==> src/rtl/bcd_to_binary_converter_if.sv <==
// Handshake and data bundle between a BCD source and bcd_to_binary_converter.
// master drives start/bcd_number; slave (the converter) returns the result and status.
interface bcd_to_binary_converter_if #(
  parameter int NUM_DIGITS = 6,
  parameter int BIN_WIDTH  = 20
);
  logic                    start;
  logic [4*NUM_DIGITS-1:0] bcd_number;
  logic [BIN_WIDTH-1:0]    bin_number;
  logic                    busy;
  logic                    done;
  logic                    err;

  modport master (
    output start, bcd_number,
    input  bin_number, busy, done, err
  );

  modport slave (
    input  start, bcd_number,
    output bin_number, busy, done, err
  );
endinterface

==> src/rtl/bcd_to_binary_converter.sv <==
// Reverse double-dabble BCD-to-binary converter, one shift step per clock.
// Optional feature macro: BCD_RANGE_CHECK_EN (reject inputs with a digit > 9 and flag err).
module bcd_to_binary_converter #(
  parameter int NUM_DIGITS = 6,
  parameter int BIN_WIDTH  = 20
) (
  input  logic                         clk,
  input  logic                         reset,
  bcd_to_binary_converter_if.slave     bus
);

  localparam int BCD_W = 4 * NUM_DIGITS;
  localparam int CNT_W = $clog2(BIN_WIDTH + 1);
  localparam logic [CNT_W-1:0] LAST_STEP = CNT_W'(BIN_WIDTH - 1);

  typedef enum logic [1:0] {
    S_IDLE,
    S_CONVERT,
    S_DONE
  } state_t;

  state_t               r_state, w_state_next;
  logic [BCD_W-1:0]     r_bcd, w_bcd_next, w_bcd_step;
  logic [BIN_WIDTH-1:0] r_bin, w_bin_next, w_bin_step;
  logic [BIN_WIDTH-1:0] r_bin_number, w_bin_number_next;
  logic [CNT_W-1:0]     r_cnt, w_cnt_next;
  logic                 r_busy, w_busy_next;
  logic                 r_done, w_done_next;
  logic                 w_skip;

  // One step: shift {bcd, bin} right, then pull every digit >= 8 back by 3.
  always_comb begin
    {w_bcd_step, w_bin_step} = {r_bcd, r_bin} >> 1;
    for (int d = 0; d < NUM_DIGITS; d++) begin
      if (w_bcd_step[4*d+3]) begin
        w_bcd_step[4*d +: 4] = w_bcd_step[4*d +: 4] - 4'd3;
      end
    end
  end

  // NOTE: every signal gets its hold/default value first so no path leaves it unassigned (no latches).
  always_comb begin
    w_state_next      = r_state;
    w_bcd_next        = r_bcd;
    w_bin_next        = r_bin;
    w_cnt_next        = r_cnt;
    w_bin_number_next = r_bin_number;
    w_busy_next       = r_busy;
    w_done_next       = 1'b0;

    unique case (r_state)
      S_IDLE: begin
        if (bus.start) begin
          w_bcd_next   = bus.bcd_number;
          w_bin_next   = '0;
          w_cnt_next   = '0;
          w_busy_next  = 1'b1;
          w_state_next = S_CONVERT;
        end
      end

      S_CONVERT: begin
        if (w_skip) begin
          w_done_next  = 1'b1;
          w_state_next = S_DONE;
        end else begin
          w_bcd_next = w_bcd_step;
          w_bin_next = w_bin_step;
          w_cnt_next = r_cnt + CNT_W'(1);
          if (r_cnt == LAST_STEP) begin
            w_bin_number_next = w_bin_step;
            w_done_next       = 1'b1;
            w_state_next      = S_DONE;
          end
        end
      end

      S_DONE: begin
        w_busy_next  = 1'b0;
        w_state_next = S_IDLE;
      end

      default: begin
        w_busy_next  = 1'b0;
        w_state_next = S_IDLE;
      end
    endcase
  end

  // NOTE: sequential state uses non-blocking assignments so all flops update from pre-edge values.
  always_ff @(posedge clk) begin
    if (reset) begin
      r_state      <= S_IDLE;
      r_bcd        <= '0;
      r_bin        <= '0;
      r_cnt        <= '0;
      r_bin_number <= '0;
      r_busy       <= 1'b0;
      r_done       <= 1'b0;
    end else begin
      r_state      <= w_state_next;
      r_bcd        <= w_bcd_next;
      r_bin        <= w_bin_next;
      r_cnt        <= w_cnt_next;
      r_bin_number <= w_bin_number_next;
      r_busy       <= w_busy_next;
      r_done       <= w_done_next;
    end
  end

`ifdef BCD_RANGE_CHECK_EN
  logic w_in_invalid;
  logic r_range_err;
  logic r_err;

  always_comb begin
    w_in_invalid = 1'b0;
    for (int d = 0; d < NUM_DIGITS; d++) begin
      if (bus.bcd_number[4*d +: 4] > 4'd9) begin
        w_in_invalid = 1'b1;
      end
    end
  end

  // The load-time verdict decides both the skip and the err value reported with done.
  always_ff @(posedge clk) begin
    if (reset) begin
      r_range_err <= 1'b0;
      r_err       <= 1'b0;
    end else begin
      if (r_state == S_IDLE && bus.start) begin
        r_range_err <= w_in_invalid;
      end
      if (w_done_next) begin
        r_err <= r_range_err;
      end
    end
  end

  assign w_skip  = r_range_err;
  assign bus.err = r_err;
`else
  assign w_skip  = 1'b0;
  assign bus.err = 1'b0;
`endif

  assign bus.bin_number = r_bin_number;
  assign bus.busy       = r_busy;
  assign bus.done       = r_done;

endmodule

==> src/flat_wrapper.sv <==
// flat-port wrapper written by rule: the top's interface ports become plain ports
module bcd_to_binary_converter_flat 
#(
  parameter int NUM_DIGITS = 6,
  parameter int BIN_WIDTH  = 20
)
  (clk, reset, bus_start, bus_bcd_number, bus_bin_number, bus_busy, bus_done, bus_err);
  bcd_to_binary_converter_if #(.NUM_DIGITS(NUM_DIGITS), .BIN_WIDTH(BIN_WIDTH)) bus_i ();
  input  logic clk;
  input  logic reset;
  input wire logic [$bits(bus_i.start)-1:0] bus_start;
  input wire logic [$bits(bus_i.bcd_number)-1:0] bus_bcd_number;
  output wire logic [$bits(bus_i.bin_number)-1:0] bus_bin_number;
  output wire logic [$bits(bus_i.busy)-1:0] bus_busy;
  output wire logic [$bits(bus_i.done)-1:0] bus_done;
  output wire logic [$bits(bus_i.err)-1:0] bus_err;
  assign bus_i.start = bus_start;
  assign bus_i.bcd_number = bus_bcd_number;
  assign bus_bin_number = bus_i.bin_number;
  assign bus_busy = bus_i.busy;
  assign bus_done = bus_i.done;
  assign bus_err = bus_i.err;
  bcd_to_binary_converter #(.NUM_DIGITS(NUM_DIGITS), .BIN_WIDTH(BIN_WIDTH)) u_core (.clk(clk), .reset(reset), .bus(bus_i));
endmodule
==> config.mk <==
export PLATFORM = sky130hd
export DESIGN_NAME = bcd_to_binary_converter_flat
export DESIGN_NICKNAME = d
export VERILOG_FILES = /design/src/rtl/bcd_to_binary_converter_if.sv /design/src/rtl/bcd_to_binary_converter.sv /design/src/flat_wrapper.sv
export SDC_FILE = /design/constraint.sdc
export NUM_CORES = 1
export LEC_CHECK = 0
export ABC_AREA = 1
export CAP_MARGIN = 20
export CORE_ASPECT_RATIO = 0.6
export CORE_UTILIZATION = 39
export CTS_CLUSTER_DIAMETER = 60
export DETAILED_ROUTE_END_ITERATION = 16
export RECOVER_POWER = 50
export SLEW_MARGIN = 15
export SYNTH_ARGS = -nofsm -noshare
export SYNTH_HDL_FRONTEND = slang
export SYNTH_SLANG_ARGS = --single-unit
==> constraint.sdc <==
create_clock -name clk -period 1.7 [get_ports clk]
set_input_delay 0.34 -clock clk [delete_from_list [all_inputs] [get_ports clk]]
set_output_delay 0.34 -clock clk [all_outputs]
set_load 0.005 [all_outputs]
==> flow_summary.toml <==
[status]
outcome = "finished, final reports clean"

[min_path]
hp-class = "flop to flop"
min_from = "u_core.bus.bin_number[5]"

[routing]
wl_met3_um = 362
dr_wl_met2_um = 3170
met1_length_um = 4140
drtIter0Drc = 217
highest_layer = "met4"
via_per_inst = 4.65
dr.pass1.iters = 5
vias = 3043
totalWireLength_um = 7750
drc = 0
antenna_left = 0
routedWlPerCell_um = 11.9

[final_layout]
layout.nets = 574
fill_cells = 797
drive_gt1_frac = 0.0586
multi_input_area_um2 = 1470
insertedDiodeCount = 0
stdcell_count = 654
regArea_um2 = 1440
syn2layout_area_growth_pct = 28.4

[die]
core_um2 = 7980
die-area_um2 = 8720
core.rowCount = 25
initial_utilization = 0.408
io_pins = 50
fp.dieW_um = 120
dieHeight_um = 72.7

[placement]
place_congestion = 0.760
io_buffers = 48
post-place-ws_ns = 0.0233
place_inst = 638
hpwl_um = 5270

[timing]
layout_setup_ws_ns = 0.144
min_period_ns = 1.56
hold_violations = 0
setup_viol = 0
fin_tns_setup_ns = 0
maxSlewViolCount = 0
holdWs_ns = 0.455
grt_setup_unrepaired = "false"
skew_ns = 0.00427
slew_headroom = 0.608
worst_pin_slew_ns = 0.587
period_share = 0.915
fmax_mhz = 643

[clocking]
clk_latency_ns = 0.33
cts_root_buf = "clkbuf_16"
cts_resized = 0
path_clk_slew_ns = 0.05
cts_max_level = 3
clk_path_buf_depth = 2
cts_tree = "yes"
cts_made_buffers = 9
clock-sinks = 72
cts_hold_buf = 0
cts_setup_buffers = 0

[critical_path]
critPathRequiredTime_ns = 1.93
critPathBufInv = 4
cp_slowest_stage_delay_ns = 0.58
worstSetupStartpointType = "input pin"
critical-path-top-delay-family = "buffers and inverters"
path_class = "input pin to flop"
r2r_setup_slack_ns = 0.31
path_cells = "dlygate4sd3_1, buf_4, o21ai_2, clkbuf_4, a21oi_1, nand2_1, inv_1"
worstReg2RegStart = "u_core.r_state[0]"
cp_slowest_cell = "dlygate4sd3_1"
arrival_ns = 1.79
crit_path_end_kind = "flop"
crit_fanout = 23
startpoint = "bus_start"

[run]
cap_viol_max_count = 0

[synthesis]
syn_area_per_cell_um2 = 6.61
synth_warnings = 0
synth_cell_type_count = 18
syn-instance-count = 492
ys_ff_latch = 72
syn_area_um2 = 3250
seq_area_frac_synth = 0.443
syn_nets = 525

[grt]
grt_pass1_vias = 2728
grt_max_degree = 53
grt_pass1_wl_um = 13000
antenna_found_initial = 0
track_usage = 0.192
grt_remaining_overflow = 0

[pwr]
p_per_area_nw_per_um2 = 979
p_leak_uw = 0.00173
irDropWorstVdd_uv = 524
## flip-flops by register name, summed over array words and instances, names as in the netlist
register and count:
u_core.r_bcd 24, u_core.bus.bin_number 20, u_core.r_bin 19, u_core.r_cnt 5
u_core.r_state 2, u_core.bus.busy 1, u_core.bus.done 1
## final cells by class
type                       instances  share of cell area
multi-input combinational        334               0.353
sequential                        72               0.345
timing repair buffer              64               0.144
clock buffer                      13              0.0623
inverter                          60              0.0539
tap                              108              0.0324
clock inverter                     3             0.00959
## layout by cell type, fill, tap and decap left out
cell	n
o21ai_0	17
nand3_1	37
clkinv_2	2
dfxtp_1	72
nand2_2	1
buf_4	12
o211ai_1	3
dlygate4sd3_1	1
clkbuf_1	4
conb_1	1
clkbuf_16	9
clkdlybuf4s50_1	46
nand3b_1	1
ha_1	6
clkbuf_4	1
nor3_2	1
buf_2	1
bufinv_16	1
a21oi_1	57
inv_1	59
buf_12	1
clkinv_1	1
nand2_1	127
nor2_1	82
o21ai_2	1
clkbuf_8	2
## per-stage QoR
| stage | total power [uW] | utilization | area, um2 |
|---|---|---|---|
| after floorplan | 2070 | - | 3250 |
| after detailed placement | 2230 | 0.489 | 3900 |
| after global placement | 2220 | 0.489 | 3900 |
| final | 4090 | 0.524 | 4180 |
| after global routing | 4250 | 0.524 | 4180 |
| after CTS | 4150 | 0.526 | 4200 |
## Yosys cell counts (all sizes together)
cell type / count / area, um2
buf: 11 / 62.6
inv: 60 / 225
dfxtp: 72 / 1440
nand2: 128 / 485
ha: 6 / 75.1
a21oi: 57 / 285
nor3: 1 / 5.00
nand3b: 1 / 7.51
o211ai: 3 / 22.5
clkbuf: 15 / 56.3
nand3: 37 / 185
conb: 1 / 3.75
o21ai: 18 / 90.1
nor2: 82 / 308
## where the power goes
| group | leakage [uW] | switching, uW | internal, uW |
|---|---|---|---|
| Clock | 0.000150 | 689 | 1210 |
| Sequential | 0.000585 | 53.7 | 1740 |
| Combinational | 0.000994 | 224 | 167 |
## metal layers
| metal | global-route usage | vias to the layer above |
|---|---|---|
| met5 | 0 | - |
| li1 | - | 1625 |
| met4 | 0.0694 | 0 |
| met1 | 0.262 | 1358 |
| met3 | 0.0570 | 9 |
| met2 | 0.289 | 51 |
## final timing paths
| kind | to | cells past startpoint |
|---|---|---|
| min reg2reg | u_core.bus.bin_number[5] | 2 |
| max | u_core.r_bcd[9] | 7 |
| min | u_core.bus.bin_number[5] | 2 |
| max reg2reg | u_core.r_cnt[3] | 6 |
## kinds of logic (layout without fill, tap and decap cells)
kind of cell | count (synthesis) | after routing | synth area share
AND/OR/NAND/NOR | 249 | 249 | 0.305
flip-flops | 72 | 72 | 0.443
AO/OA/AOI/OAI | 78 | 78 | 0.122
other | 1 | 1 | 0.00115
adder cells (fa/ha/maj) | 6 | 6 | 0.0231
buffers and inverters | 86 | 140 | 0.106
## worst reg2reg max path, delay by kind of cell, from the launching register on
kind | cells | cell delay (ns)
compound gates | 1 | 0.14
buf+inv | 2 | 0.38
flops | 1 | 0.43
simple gates | 3 | 0.33
Note: power is estimated with default switching activity, not from simulation.
